==> config.mk <==
export PLATFORM = sky130hd
export DESIGN_NAME = mix_columns_seq
export DESIGN_NICKNAME = d
export VERILOG_FILES = /design/src/rtl/mix_columns_seq_pkg.sv /design/src/rtl/mix_column.sv /design/src/rtl/xtime_byte.sv /design/src/rtl/mix_columns_seq.sv
export SDC_FILE = /design/constraint.sdc
export NUM_CORES = 1
export LEC_CHECK = 0
export ABC_CLOCK_PERIOD_IN_PS = 17300
export CAP_MARGIN = 20
export CORE_MARGIN = 10
export CORE_UTILIZATION = 40
export CTS_CLUSTER_DIAMETER = 200
export DETAILED_ROUTE_END_ITERATION = 12
export GPL_ROUTABILITY_DRIVEN = 0
export PLACE_DENSITY_LB_ADDON = 0.1
export SKIP_CTS_REPAIR_TIMING = 1
export SLEW_MARGIN = 10
export SYNTH_ARGS = -nofsm -noshare
export SYNTH_HDL_FRONTEND = slang
export SYNTH_SLANG_ARGS = --single-unit
==> constraint.sdc <==
create_clock -name clk -period 17.3 [get_ports clk]
set_input_delay 3.46 -clock clk [delete_from_list [all_inputs] [get_ports clk]]
set_output_delay 3.46 -clock clk [all_outputs]
set_load 0.005 [all_outputs]
==> src/rtl/mix_columns_seq_pkg.sv <==
// Shared AES constants and FSM state encoding for the sequential MixColumns engine.
package mix_columns_seq_pkg;

    localparam int BYTE     = 8;
    localparam int DWORD    = 32;
    localparam int SENTENCE = 128;

    // Reduction polynomial x^8 + x^4 + x^3 + x + 1, without the x^8 term
    localparam logic [7:0] RED_POLY = 8'h1B;

    typedef enum logic [1:0] {
        IDLE = 2'd0,
        PRE  = 2'd1,
        MIX  = 2'd2,
        DONE = 2'd3
    } state_t;

endpackage

==> src/rtl/mix_column.sv <==
// Combinational single-column MixColumns datapath with the InvMixColumns pre-step.
// The four doublers are shared: in pre mode they form two x4 chains, otherwise one x2 per byte.
module mix_column
    import mix_columns_seq_pkg::*;
(
    input  logic [31:0] col,
    input  logic        pre,
    output logic [31:0] pre_col,
    output logic [31:0] fwd_col
);

    logic [7:0] a0, a1, a2, a3;
    logic [7:0] d_in0, d_in1, d_in2, d_in3;
    logic [7:0] d_out0, d_out1, d_out2, d_out3;

    assign {a0, a1, a2, a3} = col;

    assign d_in0 = pre ? (a0 ^ a2) : a0;
    assign d_in1 = pre ? (a1 ^ a3) : a1;
    assign d_in2 = pre ? d_out0    : a2;
    assign d_in3 = pre ? d_out1    : a3;

    xtime_byte u_dbl0 (.a(d_in0), .y(d_out0));
    xtime_byte u_dbl1 (.a(d_in1), .y(d_out1));
    xtime_byte u_dbl2 (.a(d_in2), .y(d_out2));
    xtime_byte u_dbl3 (.a(d_in3), .y(d_out3));

    // Pre mode: d_out2 = x4(a0^a2), d_out3 = x4(a1^a3)
    assign pre_col = {a0 ^ d_out2, a1 ^ d_out3, a2 ^ d_out2, a3 ^ d_out3};

    // x3(a) = x2(a) ^ a
    assign fwd_col = {
        d_out0 ^ (d_out1 ^ a1) ^ a2 ^ a3,
        a0 ^ d_out1 ^ (d_out2 ^ a2) ^ a3,
        a0 ^ a1 ^ d_out2 ^ (d_out3 ^ a3),
        (d_out0 ^ a0) ^ a1 ^ a2 ^ d_out3
    };

endmodule

==> src/rtl/xtime_byte.sv <==
// GF(2^8) doubling of one byte: shift left, then reduce when the top bit falls out.
module xtime_byte
    import mix_columns_seq_pkg::*;
(
    input  logic [7:0] a,
    output logic [7:0] y
);

    assign y = {a[6:0], 1'b0} ^ (a[7] ? RED_POLY : 8'h00);

endmodule

==> src/rtl/mix_columns_seq.sv <==
// Sequential (Inv)MixColumns over a 128-bit AES state, one column per MIX cycle,
// with an extra PRE cycle per column for the inverse transform.
module mix_columns_seq
    import mix_columns_seq_pkg::*;
#(
    parameter int BYTE     = mix_columns_seq_pkg::BYTE,
    parameter int DWORD    = mix_columns_seq_pkg::DWORD,
    parameter int SENTENCE = mix_columns_seq_pkg::SENTENCE
) (
    input  logic                clk,
    input  logic                rst,
    input  logic                start,
    input  logic                inv,
    input  logic [SENTENCE-1:0] state_in,
    output logic                busy,
    output logic                done,
    output logic [SENTENCE-1:0] state_out
);

    state_t              state_reg;
    logic [1:0]          col_reg;
    logic                inv_reg;
    logic                busy_reg;
    logic                done_reg;
    logic [SENTENCE-1:0] work_reg;
    logic [SENTENCE-1:0] out_reg;
    logic [SENTENCE-1:0] work_next;

    logic [DWORD-1:0] cols [4];
    logic [DWORD-1:0] col_data;
    logic [DWORD-1:0] pre_col;
    logic [DWORD-1:0] fwd_col;
    logic [DWORD-1:0] new_col;

    // Column 0 sits in the most significant word
    genvar gi;
    generate
        for (gi = 0; gi < 4; gi++) begin : g_col
            assign cols[gi] = work_reg[SENTENCE-1-DWORD*gi -: DWORD];
            assign work_next[SENTENCE-1-DWORD*gi -: DWORD] =
                (col_reg == 2'(gi)) ? new_col : cols[gi];
        end
    endgenerate

    assign col_data = cols[col_reg];
    assign new_col  = (state_reg == PRE) ? pre_col : fwd_col;

    mix_column u_mix_column (
        .col     (col_data),
        .pre     (state_reg == PRE),
        .pre_col (pre_col),
        .fwd_col (fwd_col)
    );

    always_ff @(posedge clk or posedge rst) begin
        if (rst) begin
            state_reg <= IDLE;
            col_reg   <= 2'd0;
            inv_reg   <= 1'b0;
            busy_reg  <= 1'b0;
            done_reg  <= 1'b0;
            work_reg  <= '0;
            out_reg   <= '0;
        end else begin
            case (state_reg)
                IDLE: begin
                    done_reg <= 1'b0;
                    if (start) begin
                        work_reg  <= state_in;
                        inv_reg   <= inv;
                        col_reg   <= 2'd0;
                        busy_reg  <= 1'b1;
                        state_reg <= inv ? PRE : MIX;
                    end
                end
                PRE: begin
                    work_reg  <= work_next;
                    state_reg <= MIX;
                end
                MIX: begin
                    work_reg <= work_next;
                    if (col_reg == 2'd3) begin
                        out_reg   <= work_next;
                        done_reg  <= 1'b1;
                        state_reg <= DONE;
                    end else begin
                        col_reg   <= col_reg + 2'd1;
                        state_reg <= inv_reg ? PRE : MIX;
                    end
                end
                DONE: begin
                    done_reg  <= 1'b0;
                    busy_reg  <= 1'b0;
                    state_reg <= IDLE;
                end
                default: state_reg <= IDLE;
            endcase
        end
    end

    assign busy      = busy_reg;
    assign done      = done_reg;
    assign state_out = out_reg;

endmodule

Yosys cells after proc, flatten, opt, wreduce, memory -nomap -nowiden --
Cells that the tools add are included.
Cells by class: magnitude comparators 1, muxes and demuxes 30, reduce and logical (&&, ||, !) cells 14, eq/ne operators 9, bitwise gates (word level) 25, add/subtract/negate cells 1
Operator list (number):
- $pmux W128 S2 | 1
- $mux W32 | 7
- $xor A8 B8 Y8 | 24
- $mux W128 | 1
- $bmux W32 S2 | 1
- $mux W8 | 4
- $mux W5 | 4
- $mux W2 | 6
- $reduce_and A2 Y1 | 5
- $eq A2 B2 Y1 const B | 4
- $pmux W2 S4 | 1
- $reduce_bool A2 Y1 | 4
- $ne A2 B2 Y1 const B | 3
- $eq A2 B1 Y1 const B | 2
- $logic_not A2 Y1 | 2
- $pmux W1 S2 | 2
- $pmux W2 S2 | 1
- $reduce_or A2 Y1 | 2
- $ge A3 B3 Y1 const B | 1
- $not A2 Y3 | 1
- $reduce_and A3 Y1 | 1
- $add A2 B1 Y2 const B | 1
- $mux W1 | 2
Word-level totals: output and inout bits 130, input bits 132, logic and storage cells 87, register bits 263

Longest topological paths before layout --
Gate-level depths: netlist of the first run.
depth in word-level cells 17, gate-level depth with buffers 11, gate-level depth less buffers 8

By module --
From an unflattened synthesis of the first run, not the netlist that was laid out.
Unflattened totals: cell total of the unflattened synthesis 1425, area, all modules 15720.1 um^2
By module, submodules not included:
- mix_columns_seq | area each 13764.5 um^2, cells an instance 1240, times used 1
- mix_column | area each 1700.4 um^2, cells an instance 153, times used 1
- xtime_byte | area each 63.8 um^2, cells an instance 8, times used 4

Least setup slack after synthesis of the first run --
OpenSTA, ideal clock, no wires.
path type input-to-reg, from input port start, to register work_reg[30], in the netlist cols[30], path slack 12.395 ns, stages 7, data arrival time 4.786 ns, setup time 0.119 ns, buffers on the path 3, cells stage by stage nand2_1 o21ai_1 clkbuf_1 clkbuf_1 clkbuf_1 o31ai_1 o21a_1
On the way: longest elaborated chain between the ends 2
Ends and longest elaborated chain:
- start: declaration | line mix_columns_seq.sv:12 | input logic start,
- $ne A2 B2 Y1 (no source line)
- $reduce_and A2 Y1 (no source line)
- end signal: assignment | line mix_columns_seq.sv:69 | work_reg <= state_in;
- end signal: assignment | line mix_columns_seq.sv:77 | work_reg <= work_next;
- end signal: assignment | line mix_columns_seq.sv:81 | work_reg <= work_next;
- end: declaration | line mix_columns_seq.sv:25 | logic [SENTENCE-1:0] work_reg;
Every way passes these cells. A chain may end at the register's enable or synchronous reset.

Worst setup path in the final report of the first run --
from input port start, to register work_reg[109], in the netlist cols[109]
Same word-level chain as after synthesis.

==> results of run 1 <==
==> final cells by class <==
class                      instances  area share (%)
tap                              468            3.14
clock buffer                      42            4.69
inverter                          12           0.281
sequential                       263            35.2
multi-input combinational       1071            40.8
clock inverter                    13           0.697
timing repair buffer             287            15.1
==> how the worst max path moves through the flow <==
stage | start | end | cells after the start
2_1_floorplan | rst | busy$_DFFE_PP0P_ | 1
3_3_place_gp | start | cols[68]$_DFFE_PP0P_ | 9
3_5_place_dp | start | cols[114]$_DFFE_PP0P_ | 7
4_1_cts | start | cols[109]$_DFFE_PP0P_ | 7
5_1_grt | start | cols[109]$_DFFE_PP0P_ | 7
6_report | start | cols[109]$_DFFE_PP0P_ | 7
==> cells in the mapped netlist (9+ instances only) <==
master / count / area share (%)
a211oi_1: 55 / 2.8
a21o_1: 24 / 1.2
a21oi_1: 163 / 5.5
a221o_1: 16 / 1.1
a32oi_1: 22 / 1.3
and3_1: 40 / 1.7
buf_1: 10 / 0.25
buf_2: 9 / 0.31
clkbuf_1: 93 / 2.4
dfrtp_1: 263 / 45
inv_1: 11 / 0.28
mux2_2: 9 / 0.69
mux2i_1: 15 / 1.0
mux4_2: 33 / 5.0
nand2_1: 155 / 3.9
nor2_1: 129 / 3.3
o21ai_0: 117 / 4.0
o22ai_1: 44 / 1.9
o32ai_1: 12 / 0.71
xnor2_1: 69 / 4.1
xnor3_1: 20 / 3.1
xor2_1: 46 / 2.7
==> per-layer routing <==
layer / vias up / wire (um)
met5: - / 13
met4: 2 / 1830
met3: 113 / 4830
met2: 599 / 27900
met1: 6638 / 25300
li1: 5706 / -
==> worst reg2reg max path: cells and delay by family, from the launching register on <==
kind	cells	cell delay, ns
compound gates	2	0.32
flops	1	0.61
xor+xnor	4	1.69
mux	1	0.79
buf+inv	1	0.55
==> cells by family after synthesis <==
family | Yosys count
AO/OA/AOI/OAI | 502
XOR/XNOR | 152
adder cells (fa/ha/maj) | 8
buffers and inverters | 132
flip-flops | 263
multiplexers | 66
AND/OR/NAND/NOR | 343
==> metrics by stage <==
stage	cells	area, sq um	hold slack [ns]
floorplan	1466	14700	0.445
finish	2156	18700	0.476
global placement	2099	17700	0.460
global route	2156	18700	0.495
detailed placement	2100	17700	0.465
CTS	2155	18700	0.482
==> layout by cell type (no fill, tap or decap), types with 5 or more instances in the layout <==
master and count:
a211oi_1 55, a21o_1 24, a21oi_1 163, a221o_1 16, a31oi_1 7, a32oi_1 22
and2_1 7, and3_1 40, buf_4 25, clkbuf_16 30, clkbuf_8 8, clkdlybuf4s50_1 261
clkinv_2 9, dfrtp_1 262, ha_1 6, inv_1 10, mux2_2 9, mux2i_1 15
mux2i_2 6, mux4_2 33, nand2_1 153, nand3_1 5, nor2_1 129, o21ai_0 116
o21ai_1 7, o22a_1 6, o22ai_1 44, o31ai_1 7, o32ai_1 12, xnor2_1 69
xnor2_2 6, xnor2_4 5, xnor3_1 20, xor2_1 46
==> flow_summary.json, run 1 <==
{
  "tightest_slew_ns": 1.12,
  "fin_crit_ns": 6.05,
  "worstPathArrival_ns": 6.55,
  "syn_to_final_growth_pct": 26.7,
  "core_area_sq_um": 36500,
  "setup_ws_ns": 11.25,
  "synth_top_family_by_area": "compound AO/OA/AOI/OAI gates",
  "hold_path.class": "register to register",
  "synthesis.nets": 1606,
  "slowest_delay_ns": 0.74,
  "path_buf_inv": 2,
  "synth_enable_flop_cells": 0,
  "met2_usage_pct": 40.9,
  "status": "finished clean",
  "antenna_found_initial": 2,
  "worst_ep_required_time_ns": 17.80,
  "final-max-slew-violation-count": 0,
  "cp_cell_sequence": "clkdlybuf4s50_1, nand2_1, o21ai_4, buf_4, nand2_1, nor2_1, a221o_1",
  "timing.rr.end": "cols[33]$_DFFE_PP0P_",
  "hold_path_depth": 2,
  "min_from": "state_out[13]$_DFFE_PP0P_",
  "yosys.area_share.xor_xnor_pct": 12.4,
  "rsz0062_at_grt": "false",
  "vias_per_cell": 6.06,
  "crit_type": "input pin to register",
  "diodes": 0,
  "ys.flop_type": "dfrtp_1",
  "syn_area_sq_um": 14700,
  "clkLatencyLatePin_ns": 0.58,
  "die-height_um": 212,
  "fin_util_pct": 51.1,
  "synth.distinct_cells": 54,
  "cts_max_path_buffers": 3,
  "place_ws_ns": 10.82,
  "numCtsBuffers": 30,
  "synth.area.mux_share_pct": 7.66,
  "num-nets-final": 1805,
  "dieArea_sq_um": 44900,
  "io_pins": 262,
  "clkTransAtPathRegs_ns": 0.06,
  "std_cell_rows": 70,
  "fin_skew_ns": 0.0238,
  "ys.warnings.count": 0,
  "final_antenna_net_count": 0,
  "dpl.hpwl_um": 42300,
  "final_layout_size_suffix_gt1_share_pct": 9.54,
  "grt_pass1_vias": 13100,
  "min_to": "state_out[13]$_DFFE_PP0P_",
  "grt_use_met1_pct": 35.8,
  "fin_crit_sh_pct": 35.0,
  "die_w_um": 212,
  "worstReg2RegStart": "col_reg[0]$_DFFE_PP0P_",
  "h-tree-depth": 1,
  "gr-total-overflow": 0,
  "r2r_setup_slack_ns": 13.21,
  "synthAdderAreaFrac_pct": 0.679,
  "cap_violations": 0,
  "grt_busiest_layer": "met2",
  "setup_tns_ns": 0,
  "cp_max_fo": 79,
  "finalSetupViolations": 0,
  "hold_viol_final": 0,
  "multi_input_area_sq_um": 7630,
  "post_drt_wl_per_cell_um": 27.8,
  "avgSynthCellArea_sq_um": 10.1,
  "ys_seq_area_share_pct": 44.6,
  "drt-total-wl_um": 59800,
  "startpoint_type": "input pin",
  "tritoncts": "yes",
  "dr_total_vias": 13100,
  "r2r_cells": 8,
  "synth_compound_area_share_pct": 21.1,
  "grtUsageTotal_pct": 26.1,
  "cts-root-buf": "clkbuf_16",
  "drc": 0,
  "async_flop_share_pct": 100,
  "port-buffer-count": 261,
  "clock_sinks": 263,
  "cpMostUsedCell": "nand2_1",
  "cpMaxStageDelayCell": "nor2_1",
  "fillers": 3384,
  "ys_ff_latch": 263,
  "start_util_pct": 40.4,
  "seqCellArea_sq_um": 6580,
  "grt_max_degree": 148,
  "drt_pass1_iterations": 5,
  "grt_pass1_wl_um": 88700,
  "crit_path_end_kind": "register",
  "syn_inst": 1466,
  "path_delay_family": "simple AND/OR/NAND/NOR gates",
  "synthSimpleGateAreaFrac_pct": 9.71,
  "drt-initial-drc-count": 1253,
  "grt_use_met3_pct": 4.80,
  "max_slew_margin_pct": 23.4,
  "fmax_ghz": 0.165
}
Power of run 1 is left out: the tool's default activity adds up to more than one toggle a clock period on the data nets, which glitch-free logic cannot reach.
==> inputs of run 2 (changes only) <==
ABC_CLOCK_PERIOD_IN_PS = 5650   (was 17300)
clock period = 5.65 ns   (was 17.3 ns; I/O delays follow)
==> flow_summary.json, run 2 (synthesis results as in run 1) <==
{
  "hold_path_depth": 2,
  "fin_skew_ns": 0.0164,
  "grt_pass1_wl_um": 89200,
  "dieArea_sq_um": 44900,
  "num-nets-final": 1809,
  "grt_max_degree": 136,
  "dr_total_vias": 13000,
  "die-height_um": 212,
  "r2r_cells": 8,
  "numCtsBuffers": 30,
  "layout_commonest_cell": "dfrtp_1",
  "worst_ep_required_time_ns": 6.06,
  "clkTransAtPathRegs_ns": 0.06,
  "tritoncts": "yes",
  "grt_pass1_vias": 13300,
  "cts_max_path_buffers": 3,
  "cp_cell_sequence": "buf_12, mux4_2, xor2_1, xor2_1, xor2_1, o21ai_0, xnor2_1, o21ai_0",
  "hold_path.class": "register to register",
  "h-tree-depth": 1,
  "cpMostUsedCell": "xor2_1",
  "post_drt_wl_per_cell_um": 27.9,
  "worstPathArrival_ns": 4.24,
  "drt-total-wl_um": 60400,
  "cp_max_fo": 19,
  "die_w_um": 212,
  "dpl.hpwl_um": 42900,
  "drt_pass1_iterations": 7,
  "final-max-slew-violation-count": 0,
  "cpMaxStageDelayCell": "dfrtp_2",
  "syn_to_final_growth_pct": 27.6,
  "std_cell_rows": 70,
  "tightest_slew_ns": 1.12,
  "drc": 0,
  "final_layout_size_suffix_gt1_share_pct": 9.92,
  "setup_tns_ns": 0,
  "hold_viol_final": 0,
  "antenna_found_initial": 0,
  "final_cell_mix": "dfrtp_1 (262), clkdlybuf4s50_1 (261), a21oi_1 (163)",
  "fin_crit_sh_pct": 67.6,
  "io_pins": 262,
  "crit_path_end_kind": "register",
  "start_util_pct": 40.4,
  "fmax_ghz": 0.262,
  "vias_per_cell": 6.00,
  "status": "finished clean",
  "gr-total-overflow": 0,
  "finalSetupViolations": 0,
  "core_area_sq_um": 36500,
  "clock_sinks": 263,
  "max_slew_margin_pct": 24.4,
  "grtUsageTotal_pct": 26.4,
  "cap_violations": 0,
  "slowest_delay_ns": 0.81,
  "fin_crit_ns": 3.82,
  "cts-root-buf": "clkbuf_16",
  "startpoint_type": "register",
  "drt-initial-drc-count": 1198,
  "crit_type": "register to register",
  "port-buffer-count": 261,
  "final_antenna_net_count": 0,
  "rsz0062_at_grt": "false",
  "diodes": 0,
  "clkLatencyLatePin_ns": 0.58
}
-- run 2: area by class of cell --
cell class              count  area (sq um)
fillers                  3296         17700
flip-flops and latches    263          6580
inverters                  12          48.8
clock inverters            15           185
repair buffers            291          2900
multi-input cells        1071          7630
clock buffers              41           883
well taps                 468           586
-- run 2: worst paths after layout --
check / from / slack, ns / end
min: state_out[6]$_DFFE_PP0P_ / 0.47 / state_out[6]$_DFFE_PP0P_
max in group asynchronous: rst / 3.82 / col_reg[0]$_DFFE_PP0P_
min in group asynchronous: rst / 1.09 / state_out[3]$_DFFE_PP0P_
max: col_reg[0]$_DFFE_PP0P_ / 1.83 / cols[1]$_DFFE_PP0P_
max reg2reg: col_reg[0]$_DFFE_PP0P_ / 1.83 / cols[1]$_DFFE_PP0P_
min reg2reg: state_out[6]$_DFFE_PP0P_ / 0.47 / state_out[6]$_DFFE_PP0P_
-- run 2: per-stage QoR --
stage               hold WS [ns]  instances  instance area, sq um  utilization [%]  setup WS (ns)
finish                     0.471       2161                 18800             51.5           1.83
global route               0.496       2161                 18800             51.5           1.46
CTS                        0.480       2159                 18800             51.5           1.79
detailed placement         0.464       2103                 17700             48.5           1.78
global placement           0.461       2101                 17700             48.5           1.73
floorplan                  0.445       1466                 14700                -           1.05
-- run 2: worst max-delay path: cells and delay by family (launching register included) --
family | cells | cell delay, ns
xor+xnor | 4 | 1.60
mux | 1 | 0.64
flops | 1 | 0.81
buf+inv | 1 | 0.29
compound gates | 2 | 0.33
-- run 2: metal layers --
layer,vias up,global-route usage (%),wire length [um]
li1,5702,-,-
met1,6538,34.9,25000
met2,605,42.2,28700
met3,114,5.45,4670
met4,0,8.85,1990
met5,-,0,0
Power of run 2 is left out for the same reason.
==> inputs of run 3 (changes only) <==
ABC_CLOCK_PERIOD_IN_PS = 3900   (was 5650)
clock period = 3.9 ns   (was 5.65 ns; I/O delays follow)
==> flow_summary.json, run 3 (synthesis results as in run 1) <==
{
  "status": "finished clean",
  "hold_path.class": "register to register",
  "dieArea_sq_um": 44900,
  "cts_max_path_buffers": 3,
  "crit_type": "register to register",
  "rsz0062_at_grt": "false",
  "start_util_pct": 40.4,
  "cap_violations": 0,
  "dp.cells": 2138,
  "timing.rr.end": "cols[0]$_DFFE_PP0P_",
  "final_area_sq_um": 19000,
  "cts-root-buf": "clkbuf_16",
  "port-buffer-count": 261,
  "worst_ep_required_time_ns": 4.34,
  "startpoint": "col_reg[0]$_DFFE_PP0P_",
  "num-nets-final": 1843,
  "grt_pass1_wl_um": 89200,
  "syn_to_final_growth_pct": 28.8,
  "final_cell_mix": "dfrtp_1 (262), clkdlybuf4s50_1 (261), a21oi_1 (163)",
  "final_antenna_net_count": 0,
  "grtUsageTotal_pct": 26.5,
  "hold_viol_final": 0,
  "max_slew_margin_pct": 29.8,
  "worstReg2RegStart": "col_reg[0]$_DFFE_PP0P_",
  "r2r_setup_slack_ns": 0.35,
  "post_drt_wl_per_cell_um": 27.9,
  "antenna_found_initial": 3,
  "r2r_cells": 7,
  "grt_max_degree": 94,
  "grt_pass1_vias": 13100,
  "clock_sinks": 263,
  "std_cell_rows": 70,
  "worstPathArrival_ns": 3.99,
  "h-tree-depth": 1,
  "numCtsBuffers": 30,
  "tritoncts": "yes",
  "die_w_um": 212,
  "layout_commonest_cell": "dfrtp_1",
  "clkLatencyLatePin_ns": 0.57,
  "startpoint_type": "register",
  "vias_per_cell": 6.02,
  "final_cells": 2188,
  "cp-endpoint": "cols[0]$_DFFE_PP0P_",
  "drt_pass1_iterations": 5,
  "die-height_um": 212,
  "drt-initial-drc-count": 1516,
  "final-max-slew-violation-count": 0,
  "drt-total-wl_um": 61000,
  "clkTransAtPathRegs_ns": 0.06,
  "gr-total-overflow": 0,
  "final_layout_size_suffix_gt1_share_pct": 11.3,
  "core_area_sq_um": 36500,
  "dpl.hpwl_um": 45200,
  "dr_total_vias": 13200,
  "finalSetupViolations": 0,
  "fin_crit_ns": 3.55,
  "fmax_ghz": 0.282,
  "io_pins": 262,
  "crit_path_end_kind": "register",
  "cp_max_fo": 14,
  "tightest_slew_ns": 1.05,
  "place_area_sq_um": 18000,
  "fin_skew_ns": 0.0157,
  "fin_crit_sh_pct": 91.0,
  "drc": 0
}
==> run 3: how the worst min path moves through the flow <==
| stage | to | slack [ns] | depth (start not counted) | start |
|---|---|---|---|---|
| after floorplan | cols[14]$_DFFE_PP0P_ | 0.44 | 2 | cols[14]$_DFFE_PP0P_ |
| after global placement | cols[14]$_DFFE_PP0P_ | 0.45 | 2 | cols[14]$_DFFE_PP0P_ |
| after detailed placement | state_out[21]$_DFFE_PP0P_ | 0.46 | 2 | state_out[21]$_DFFE_PP0P_ |
| after CTS | cols[14]$_DFFE_PP0P_ | 0.48 | 2 | cols[14]$_DFFE_PP0P_ |
| after global routing | state_out[21]$_DFFE_PP0P_ | 0.50 | 2 | state_out[21]$_DFFE_PP0P_ |
| final | state_out[21]$_DFFE_PP0P_ | 0.47 | 2 | state_out[21]$_DFFE_PP0P_ |
==> run 3: layer usage <==
layer,routed length [um],vias up,GRT usage [%]
li1,-,5773,-
met1,25200,6623,35.5
met2,28400,658,41.2
met3,5160,107,6.01
met4,2200,2,9.82
met5,13,-,0
==> run 3: layout make-up <==
class / count / area, sq um
flip-flops and latches: 263 / 6580
fillers: 3308 / 17500
multi-input cells: 1071 / 7630
clock inverters: 8 / 96.3
repair buffers: 325 / 3160
well taps: 468 / 586
clock buffers: 40 / 880
diodes: 1 / 2.50
inverters: 12 / 48.8
==> run 3: worst max-delay path, cell delays in order, from the launching register on <==
cell	delay, ns
dfrtp_2	0.68
buf_4	0.34
mux4_2	0.71
xor2_1	0.33
xnor3_1	0.48
xnor2_1	0.38
o21ai_2	0.17
a221o_1	0.34
==> run 3: through the flow <==
step                worst slack (ns)  hold slack (ns)  utilization (%)  TNS, ns
floorplan                     -0.350            0.445                -   -91.93
global placement               0.340            0.455             49.2        0
detailed placement             0.283            0.465             49.3        0
CTS                            0.280            0.479             52.0        0
global route                   0.126            0.502             52.0        0
finish                         0.352            0.469             52.0        0
Power of run 3 is left out for the same reason.
